**src/rtl/cla_pkg.sv**
```systemverilog
// Shared definitions for the carry-lookahead add/subtract unit.
package cla_pkg;

  typedef enum logic [1:0] {
    IDLE  = 2'd0,
    GET_B = 2'd1,
    CALC  = 2'd2,
    DONE  = 2'd3
  } state_e;

  localparam logic MODE_ADD = 1'b0;
  localparam logic MODE_SUB = 1'b1;

  // The lookahead tree needs whole groups: N must be a non-zero multiple of BLK.
  function automatic bit cla_cfg_ok(input int unsigned n, input int unsigned blk);
    return (blk != 0) && (n != 0) && ((n % blk) == 0);
  endfunction

endpackage

```
**src/rtl/cla_group.sv**
```systemverilog
// One BLK-bit lookahead group: local sum from the supplied carry-in,
// plus group generate/propagate for the top-level lookahead.
module cla_group
  import cla_pkg::*;
#(
  parameter int unsigned BLK = 4
) (
  input  logic [BLK-1:0] a_i,
  input  logic [BLK-1:0] b_i,
  input  logic           cin_i,
  output logic [BLK-1:0] sum_o,
  output logic           g_o,
  output logic           p_o
);

  logic [BLK-1:0] gen;
  logic [BLK-1:0] prop;
  logic           c;
  logic           gacc;

  assign gen  = a_i & b_i;
  assign prop = a_i ^ b_i;

  // Group G/P depend only on a and b, so they never wait on cin_i.
  always_comb begin
    gacc = 1'b0;
    for (int unsigned i = 0; i < BLK; i++) begin
      gacc = gen[i] | (prop[i] & gacc);
    end
    g_o = gacc;
    p_o = &prop;
  end

  // Bit sums inside the group once the group carry-in is known.
  always_comb begin
    c     = cin_i;
    sum_o = '0;
    for (int unsigned i = 0; i < BLK; i++) begin
      sum_o[i] = prop[i] ^ c;
      c        = gen[i] | (prop[i] & c);
    end
  end

endmodule

```
**src/rtl/cla_addsub_unit.sv**
```systemverilog
// Handshaked add/subtract/accumulate unit built on a two-level
// carry-lookahead adder. Operands arrive on a shared bus (A then B),
// or B alone when the accumulator stands in for A.
module cla_addsub_unit
  import cla_pkg::*;
#(
  parameter int unsigned N   = 16,
  parameter int unsigned BLK = 4
) (
  input  logic         clk,
  input  logic         rst_n,
  input  logic         in_valid,
  output logic         in_ready,
  input  logic [N-1:0] data_in,
  input  logic         carry_in,
  input  logic         mode,
  input  logic         acc_en,
  input  logic         clear,
  output logic         out_valid,
  input  logic         out_ready,
  output logic [N:0]   data_out,
  output logic         overflow,
  output logic         busy
);

  localparam int unsigned NG = N / BLK;

  if (!cla_cfg_ok(N, BLK)) begin : g_bad_cfg
    $error("cla_addsub_unit: N must be a non-zero multiple of BLK");
  end

  state_e         state_q, state_d;
  logic [N-1:0]   a_q, a_d;
  logic [N-1:0]   b_q, b_d;
  logic           mode_q, mode_d;
  logic           cin_q, cin_d;
  logic [N-1:0]   acc_q, acc_d;
  logic [N:0]     res_q, res_d;
  logic           ovf_q, ovf_d;

  logic [N-1:0]   bx;
  logic           c0;
  logic [NG-1:0]  grp_g;
  logic [NG-1:0]  grp_p;
  logic [NG:0]    gc;
  logic [N-1:0]   sum;
  logic           cout;
  logic           c_msb;

  // Subtraction is A + ~B + 1; a set carry_in then turns the +1 into +0 (A-B-1).
  assign bx = (mode_q == MODE_SUB) ? ~b_q : b_q;
  assign c0 = cin_q ^ mode_q;

  for (genvar g = 0; g < NG; g++) begin : g_grp
    cla_group #(.BLK(BLK)) u_grp (
      .a_i   (a_q[g*BLK +: BLK]),
      .b_i   (bx[g*BLK +: BLK]),
      .cin_i (gc[g]),
      .sum_o (sum[g*BLK +: BLK]),
      .g_o   (grp_g[g]),
      .p_o   (grp_p[g])
    );
  end

  // Each group carry is a flat sum of products over group G/P and c0,
  // so no group waits on a neighbour's carry-out.
  always_comb begin
    logic cy;
    logic pp;
    gc    = '0;
    gc[0] = c0;
    for (int unsigned k = 1; k <= NG; k++) begin
      cy = 1'b0;
      for (int unsigned j = 0; j < k; j++) begin
        pp = grp_g[j];
        for (int unsigned m = j + 1; m < k; m++) begin
          pp = pp & grp_p[m];
        end
        cy = cy | pp;
      end
      pp = c0;
      for (int unsigned m = 0; m < k; m++) begin
        pp = pp & grp_p[m];
      end
      gc[k] = cy | pp;
    end
  end

  assign cout  = gc[NG];
  // Carry into the MSB recovered from the MSB sum bit and its operands.
  assign c_msb = sum[N-1] ^ a_q[N-1] ^ bx[N-1];

  // State and datapath registers; reset discards any in-flight result.
  always_ff @(posedge clk or negedge rst_n) begin
    if (!rst_n) begin
      state_q <= IDLE;
      a_q     <= '0;
      b_q     <= '0;
      mode_q  <= MODE_ADD;
      cin_q   <= 1'b0;
      acc_q   <= '0;
      res_q   <= '0;
      ovf_q   <= 1'b0;
    end else begin
      state_q <= state_d;
      a_q     <= a_d;
      b_q     <= b_d;
      mode_q  <= mode_d;
      cin_q   <= cin_d;
      acc_q   <= acc_d;
      res_q   <= res_d;
      ovf_q   <= ovf_d;
    end
  end

  // Controller: operand capture, one compute cycle, hold result until taken.
  always_comb begin
    state_d = state_q;
    a_d     = a_q;
    b_d     = b_q;
    mode_d  = mode_q;
    cin_d   = cin_q;
    acc_d   = acc_q;
    res_d   = res_q;
    ovf_d   = ovf_q;
    unique case (state_q)
      IDLE: begin
        if (in_valid) begin
          if (acc_en) begin
            a_d     = clear ? '0 : acc_q;
            b_d     = data_in;
            mode_d  = mode;
            cin_d   = carry_in;
            state_d = CALC;
          end else begin
            a_d     = data_in;
            state_d = GET_B;
          end
        end
      end
      GET_B: begin
        if (in_valid) begin
          b_d     = data_in;
          mode_d  = mode;
          cin_d   = carry_in;
          state_d = CALC;
        end
      end
      CALC: begin
        res_d   = {cout, sum};
        ovf_d   = c_msb ^ cout;
        acc_d   = sum;
        state_d = DONE;
      end
      DONE: begin
        if (out_ready) begin
          state_d = IDLE;
        end
      end
      default: state_d = IDLE;
    endcase
    // Clear overrides any accumulator write, in every state.
    if (clear) begin
      acc_d = '0;
    end
  end

  assign in_ready  = (state_q == IDLE) || (state_q == GET_B);
  assign out_valid = (state_q == DONE);
  assign busy      = (state_q != IDLE);
  assign data_out  = res_q;
  assign overflow  = ovf_q;

endmodule

```
**config.mk**
```make
export PLATFORM = sky130hd
export DESIGN_NAME = cla_addsub_unit
export DESIGN_NICKNAME = d
export VERILOG_FILES = /design/src/rtl/cla_pkg.sv /design/src/rtl/cla_group.sv /design/src/rtl/cla_addsub_unit.sv
export SDC_FILE = /design/constraint.sdc
export NUM_CORES = 1
export LEC_CHECK = 0
export ABC_AREA = 1
export CORE_AREA = 2 2 90 92
export DETAILED_ROUTE_END_ITERATION = 6
export DIE_AREA = 0 0 92 94
export MAX_ROUTING_LAYER = met4
export PLACE_DENSITY = 0.83
export SLEW_MARGIN = 20
export SYNTH_ARGS = -nofsm -noshare
export SYNTH_HDL_FRONTEND = slang
export SYNTH_SLANG_ARGS = --single-unit
```
**constraint.sdc**
```tcl
create_clock -name clk -period 5.1 [get_ports clk]
set_input_delay 1.02 -clock clk [delete_from_list [all_inputs] [get_ports clk]]
set_output_delay 1.02 -clock clk [all_outputs]
set_load 0.02 [all_outputs]
```
* Word level (Yosys, flattened, before mapping)
Cells that the tools add are included.
** Operators by class
- Equality and inequality tests :: 7
- Mux-type cells :: 22
- Bitwise gates (word level) :: 97
- Reductions and logical operators :: 12
** Operators with widths (count)
- two-way mux 16 bit :: 8
- AND 1 bit :: 34
- OR 1 bit :: 34
- case mux 16 bit (2 select lines) :: 1
- AND reduction 4 bit :: 5
- XOR 1 bit :: 20
- AND 4 bit :: 4
- inverter 16 bit :: 1
- XOR 4 bit :: 4
- two-way mux 2 bit :: 4
- case mux 2 bit (4 select lines) :: 1
- two-way mux 1 bit :: 6
- != test 2 bit (second input constant) :: 3
- nonzero test 2 bit :: 3
- == test 2 bit (second input constant) :: 2
- case mux 1 bit (2 select lines) :: 2
- AND reduction 3 bit :: 1
- == test 2 x 1 -> 1 bit (second input constant) :: 1
- zero test 2 bit :: 1
- != test 2 x 1 -> 1 bit (second input constant) :: 1
- AND reduction 2 bit :: 1
- logical OR 1 bit :: 1
** Word-level totals
- Word-level logic and storage cells :: 146
- Output and inout bits :: 21
- Register bits :: 70
- Input bits :: 24

* Logic depth before layout (Yosys ltp)
Gate-level depths: netlist of the first run.
- Word-level depth :: 24
- Gate-level depth with buffers :: 23
- Gate-level depth less buffers :: 21

* By module
From an unflattened synthesis of the first run, not the netlist that was laid out.
** Second synthesis, totals
- Cells, all modules :: 461
- Area total of the unflattened synthesis :: 3907.5 µm²
** By module, submodules not included
- cla_addsub_unit :: times used 1, area an instance 3191.8 µm², sequential area each 1751.7 µm², cells an instance 369
- cla_group :: times used 4, area an instance 178.9 µm², sequential area each 0.0 µm², cells an instance 23

* Worst setup path after synthesis of the first run
OpenSTA, ideal clock, no wires.
- Path type :: register to register
- Start point :: register mode_q
- End point :: register ovf_q, in the netlist overflow
- Path slack :: 1.278 ns
- Cell stages (with the launch flop) :: 23
- Setup time :: 0.116 ns
- Required time :: 4.984 ns
- Clock period less this slack :: 3.822 ns
- Arrival time :: 3.706 ns
- Cells stage by stage :: dfrtp_1 > buf_6 > buf_2 > xor2_1 > ha_1 > nand3_1 > nand3_1 > nand2_1 > nand2_1 > nand2_1 > nand3_2 > and2_1 > fa_1 > fa_1 > fa_1 > inv_1 > nand2_1 > nand2_1 > xor2_1 > xor2_1 > inv_1 > nand3_1 > nand2_1
** On the way
- Longest elaborated chain between the ends :: 23
- Elaborated cells between the ends (all ways) :: 65
** Ends and longest elaborated chain
- start, declared :: RTL line cla_addsub_unit.sv:35 : logic mode_q, mode_d;
- start signal, assigned :: RTL line cla_addsub_unit.sv:108 : mode_q <= mode_d;
- two-way mux 16 bit :: RTL line cla_addsub_unit.sv:51 : assign bx = (mode_q == MODE_SUB) ? ~b_q : b_q;
- XOR 4 bit / AND 4 bit (equally long branches) :: RTL line cla_group.sv:22, cla_group.sv:21
- AND 1 bit :: RTL line cla_group.sv:28 : gacc = gen[i] | (prop[i] & gacc);
- OR 1 bit :: RTL line cla_group.sv:28
- AND 1 bit :: RTL line cla_group.sv:28
- OR 1 bit :: RTL line cla_group.sv:28
- AND 1 bit :: RTL line cla_group.sv:28
- OR 1 bit :: RTL line cla_group.sv:28
- (+6 left out)
- OR 1 bit :: RTL line cla_group.sv:40 : c = gen[i] | (prop[i] & c);
- AND 1 bit :: RTL line cla_group.sv:40
- OR 1 bit :: RTL line cla_group.sv:40
- AND 1 bit :: RTL line cla_group.sv:40
- OR 1 bit :: RTL line cla_group.sv:40
- XOR 1 bit :: RTL line cla_group.sv:39 : sum_o[i] = prop[i] ^ c;
- XOR 1 bit (2 in a row) :: RTL line cla_addsub_unit.sv:91 : assign c_msb = sum[N-1] ^ a_q[N-1] ^ bx[N-1];
- XOR 1 bit * :: RTL line cla_addsub_unit.sv:151 : ovf_d = c_msb ^ cout;
- end signal, assigned :: RTL line cla_addsub_unit.sv:112 : ovf_q <= ovf_d;
- end, declared :: RTL line cla_addsub_unit.sv:39 : logic ovf_q, ovf_d;
Mark *: on every way between the ends. The rest lies on a longest branch, timed or not.
A chain may end at the register's enable or synchronous reset.

* Worst setup path after layout of the first run
Same ends and word-level chain as after synthesis.

==> flow_summary.yaml, run 1 <==
run_status:
  outcome: "completed"
floorplan:
  die_h_um: 94
  initial_utilization_pct: 49.65
  die-area_um2: 8648
  num_rows: 32
  core_area_um2: 7607
  die_w_um: 92
  num_io_pins: 45
flow_run:
  cap_violations: 0
sta:
  slew_violations: 0
  tns_ns: 0
  finalClockSkew_ns: 0.005798
  timing.final.ws_setup_ns: 0.6875
  slew-limit-headroom_pct: 34.14
  rsz0062_at_grt: "no"
  finalCritPeriodShare_pct: 86.52
  worst_pin_slew_ns: 0.9879
  period_needed_ns: 4.413
  report.final.setup_viol: 0
  hold_viol: 0
  fmax_mhz: 226.6
clocking:
  clk_pin_slew_ns: 0.07
  cts_tree: "built"
  clock_path_buffers: 2
  clock-sinks: 70
  post-cts-setup-buffer-count: 0
  cts_root_buffer: "clkbuf_8"
  hold_buffers: 0
  htree_levels: 3
  clock_latency_ns: 0.35
  cts_buffers: 9
  ctsResizeCount: 0
drt:
  via_per_inst: 5.293
  wirelength_mm: 8.402
  drc: 0
  dr.first_iter.drc_count: 194
  vias: 2874
  postRouteAntennaNets: 0
  routedWlPerCell_um: 15.47
  drt_first_pass_iters: 4
logic_synthesis:
  ys_top_cells_by_count: "90 x nand2_1, 70 x dfrtp_1, 56 x a21oi_1"
  synth_top_area_cell: "dfrtp_1"
  synth_cell_types: 31
  synth_seq_cells: 70
  synth_top_cell_area_share_pct: 46.37
  synth-edff-count: 0
  synthTopCellsByArea: "dfrtp_1 46%, nand2_1 8.9%, a21oi_1 7.4%"
  syn_nets: 452
  ys_seq_area_share_pct: 46.37
  async_reset_ff_share_pct: 100.0
  synthCells: 396
  yosysWarnings: 0
  yosys.cell_count.top_type: "nand2_1"
  syn_area_per_cell_um2: 9.539
  synth_ff_type: "dfrtp_1"
  syn_area_um2: 3777
setup_path:
  cp-start-kind: "register"
  crit_top_cell: "nand2_1"
  slowest_stage: "dfrtp_1"
  cp-end-kind: "register"
  cp_max_fo: 19
  cp.required_ns: 5.39
  cp_top_family: "adder cells"
  path_cells: "xor2_1, ha_1, nand3_1, nand3_1, nand2_1, nand2_1, nor2_2, nand3_2, and2_1, fa_1, fa_1, fa_1, inv_1, nand2_1, nand2_1, xor2_1, xor2_1, nand2_1, nand2_1, nand2_1, nand2_1"
  path_class: "register to register"
  path_buf_inv: 1
  timing.reg2reg.setup_slack_ns: 0.69
  crit_arrival_ns: 4.71
  max_stage_delay_ns: 1.00
grt:
  grt_use_total_pct: 21.88
  grt_start_max_net_pins: 38
  grt_pass1_vias: 3017
  grt_pass1_wl_mm: 14.33
  overflow: 0
  antenna_found_initial: 0
cells_and_area:
  area_growth_pct: 18.25
  fin_area_um2: 4467
  final_nets: 492
  stdcell_count: 543
  drive_above_1_share_pct: 9.977
  diodes: 0
placement:
  dpl.hpwl_mm: 5.763
  post-place-ws_ns: 0.6962
  place_congestion: 0.8797
  dpl_cell_area_um2: 4265
  dpl.cell_count: 527
  port_buffers: 44
worst_hold_path:
  hold_path_class: "register to register"
==> cells by family after synthesis <==
logic type                 share of synthesized area [%]
buffers and inverters                              5.167
muxes                                              4.372
xor gates and xnor gates                           4.372
DFF                                                46.37
adders and majority gates                          12.98
and+or+nand+nor                                    17.36
AOI/OAI and AO/OA                                  9.374
==> metal layers <==
layer / wire length [um] / GRT usage [%] / vias up
li1: - / - / 1377
met1: 3608 / 27.06 / 1396
met2: 4158 / 35.85 / 84
met3: 492 / 4.655 / 17
met4: 142 / 8.085 / 0
met5: 0 / - / -
==> final cells by class <==
class                           count  area (um^2)
Clock inverter                      3        42.54
Sequential cell                    70         1752
Multi-Input combinational cell    282         1831
Fill cell                         670         3141
Tap cell                          102        127.6
Inverter                           26        97.59
Clock buffer                       13        158.9
Timing Repair Buffer               47        457.9
==> state kept, by name, indices dropped and copies added, names as in the netlist <==
| signal | flops |
|---|---|
| data_out | 17 |
| a_q | 16 |
| acc_q | 16 |
| b_q | 16 |
| state_q | 2 |
| cin_q | 1 |
| mode_q | 1 |
| overflow | 1 |
==> cells in the final DEF, fill, tap and decap left out, drive strengths merged, types with 13 or more instances in the layout <==
master / instances
xor2: 18
nand2: 92
ha: 20
nand3: 27
clkdlybuf4s50: 43
a21oi: 56
inv: 26
nor2: 24
clkbuf: 13
dfrtp: 70
==> worst reg2reg max path: cells and delay by family (launching register included) <==
| kind | cells | cell delay, ns |
|---|---|---|
| XOR/XNOR | 3 | 0.68 |
| AND/OR/NAND/NOR | 13 | 1.03 |
| buffers and inverters | 1 | 0.07 |
| adder cells (fa/ha/maj) | 4 | 1.58 |
| flip-flops | 1 | 1.00 |
==> through the flow <==
step | util, % | hold WS (ns)
global placement | 56.07 | 0.4580
CTS | 58.72 | 0.4807
global route | 58.72 | 0.5154
finish | 58.72 | 0.4727
floorplan | - | 0.4777
detailed placement | 56.07 | 0.4625
==> final timing paths <==
kind                              from           to  cells after the start
max in group asynchronous        rst_n       a_q[9]                      2
max                             mode_q     overflow                     21
min reg2reg                data_out[2]  data_out[2]                      2
min                        data_out[2]  data_out[2]                      2
min in group asynchronous        rst_n  data_out[0]                      1
max reg2reg                     mode_q     overflow                     21
Power of run 1 is left out: the tool's default activity adds up to more than one toggle a clock period on the data nets, which glitch-free logic cannot reach.
==> run 2: changes to the inputs <==
--- a/config.mk
+++ b/config.mk
@@ -6,11 +6,12 @@
 export NUM_CORES = 1
 export LEC_CHECK = 0
 export ABC_AREA = 1
-export CORE_AREA = 2 2 90 92
+export CORE_AREA = 2 2 107 109
 export DETAILED_ROUTE_END_ITERATION = 6
-export DIE_AREA = 0 0 92 94
+export DIE_AREA = 0 0 109 111
+export HOLD_SLACK_MARGIN = 0.03
 export MAX_ROUTING_LAYER = met4
-export PLACE_DENSITY = 0.83
+export PLACE_DENSITY = 0.65
 export SLEW_MARGIN = 20
 export SYNTH_ARGS = -nofsm -noshare
 export SYNTH_HDL_FRONTEND = slang
==> run 2 against run 1 <==
Against the previous run:
- die area up 40%
- sequential share of layout area down 1.4 points
- global-route usage down 5.5 points
- cell area up 3.7%
- critical path depth unchanged
- clock skew down 0.0028 ns
- first-iteration DRC count down 51%
- critical endpoint unchanged
- largest cell class unchanged
==> flow_summary.yaml, run 2 (synthesis results as in run 1) <==
drt:
  postRouteAntennaNets: 0
  vias: 2849
  drt_first_pass_iters: 6
  drc: 0
  via_per_inst: 4.878
  wirelength_mm: 8.736
  dr.first_iter.drc_count: 96
  routedWlPerCell_um: 14.96
clocking:
  cts_tree: "built"
  clk_pin_slew_ns: 0.05
  clock_latency_ns: 0.33
  hold_buffers: 0
  clock_path_buffers: 2
  clock-sinks: 70
  ctsResizeCount: 0
  htree_levels: 3
  cts_root_buffer: "clkbuf_16"
  cts_buffers: 9
  post-cts-setup-buffer-count: 0
grt:
  grt_pass1_wl_mm: 14.95
  grt_pass1_vias: 2960
  antenna_found_initial: 0
  met2_usage_pct: 25.26
  grt_util_met1_pct: 22.02
  grt_start_max_net_pins: 39
  top_usage_layer: "met2"
  overflow: 0
  grt_use_total_pct: 16.35
  grtUsageMet3_pct: 3.233
floorplan:
  die_h_um: 111
  die_w_um: 109
  num_rows: 39
  die-area_um2: 12100
  core_area_um2: 11080
  initial_utilization_pct: 34.10
  num_io_pins: 45
cells_and_area:
  layout_commonest_cell: "nand2_1"
  largest_reg_flops: 17
  drive_above_1_share_pct: 9.977
  final_cell_mix: "90 x nand2_1, 70 x dfrtp_1, 56 x a21oi_1, 43 x clkdlybuf4s50_1, 24 x nand3_1"
  final_nets: 492
  area_growth_pct: 22.66
  num-fill-cells: 1066
  diodes: 0
  final_util_pct: 41.83
setup_path:
  crit_arrival_ns: 4.69
  path_class: "register to register"
  worstReg2RegStart: "mode_q"
  cp.required_ns: 5.36
  r2r_cells: 21
  cp-start-kind: "register"
  cp-end-kind: "register"
  r2r_end: "overflow"
  timing.reg2reg.setup_slack_ns: 0.68
  cp_max_fo: 19
placement:
  port_buffers: 44
  dpl.hpwl_mm: 5.945
  place_congestion: 0.8264
flow_run:
  cap_violations: 0
sta:
  rsz0062_at_grt: "no"
  slew-limit-headroom_pct: 35.52
  tns_ns: 0
  report.final.setup_viol: 0
  fmax_mhz: 226.0
  worst_pin_slew_ns: 0.9672
  slew_violations: 0
  finalClockSkew_ns: 0.003028
  hold_viol: 0
  period_needed_ns: 4.425
  finalCritPeriodShare_pct: 86.76
worst_hold_path:
  hold_path_end: "data_out[2]"
  worstHoldStart: "data_out[2]"
  hold_path_class: "register to register"
  holdPathStages: 2
run_status:
  outcome: "completed"
-- run 2: cell types whose count changed in the layout (fill, tap and decap cells not counted), sizes merged --
cell and delta:
bufinv +1, clkinv +1, clkinvlp -1, clkbuf -1
-- run 2: cell type report --
cell class / instances / area [um^2] / share of cell area (%)
multi-input combinational: 282 / 1831 / 39.51
sequential: 70 / 1752 / 37.81
timing repair buffer: 47 / 457.9 / 9.884
clock buffer: 12 / 246.5 / 5.320
tap: 143 / 178.9 / 3.862
inverter: 26 / 97.59 / 2.106
clock inverter: 4 / 70.07 / 1.512
-- run 2: how the worst max path moves through the flow --
stage,start,end,slack [ns],cells past startpoint
5_1_grt,mode_q,overflow,0.25,21
2_1_floorplan,mode_q,overflow,1.28,22
4_1_cts,mode_q,overflow,0.67,21
3_3_place_gp,mode_q,overflow,0.90,21
3_5_place_dp,mode_q,overflow,0.72,21
6_report,mode_q,overflow,0.68,21
-- run 2: worst max-delay path: stages, from the launching register on --
cell     delay [ns]
dfrtp_1        0.98
xor2_1         0.28
ha_1           0.31
nand2_1        0.09
nand3_1        0.09
nand2_1        0.08
nand2_1        0.07
nor2_2         0.09
nand3_2        0.08
and2_1         0.17
fa_1           0.43
fa_1           0.44
fa_1           0.44
inv_1          0.07
nand2_1        0.06
nand2_1        0.07
xor2_1         0.17
xor2_1         0.20
nand2_1        0.07
nand2_1        0.09
nand2_1        0.06
nand2_1        0.05
-- run 2: per-stage QoR --
step	worst slack (ns)	cells	hold slack, ns	instance area [um^2]
after floorplan	1.278	396	0.4777	3777
after global placement	0.8985	568	0.4583	4317
after detailed placement	0.7215	568	0.4580	4317
after CTS	0.6661	584	0.4721	4633
after global routing	0.2534	584	0.4955	4633
final	0.6753	584	0.4700	4633
-- run 2: routing by layer --
| layer | up-vias | wire length [um] |
|---|---|---|
| met1 | 1386 | 3957 |
| li1 | 1383 | - |
| met4 | 0 | 96 |
| met2 | 70 | 4285 |
| met5 | - | 0 |
| met3 | 10 | 397 |
Power of run 2 is left out for the same reason.
==> run 3: changes to the inputs <==
--- a/config.mk
+++ b/config.mk
@@ -6,6 +6,7 @@
 export NUM_CORES = 1
 export LEC_CHECK = 0
 export ABC_AREA = 1
+export ABC_CLOCK_PERIOD_IN_PS = 5100
 export CORE_AREA = 2 2 107 109
 export DETAILED_ROUTE_END_ITERATION = 6
 export DIE_AREA = 0 0 109 111
==> results of run 3 <==
Final layout, timing and power as in run 2 (identical DEF).
Power of run 3 is left out for the same reason.
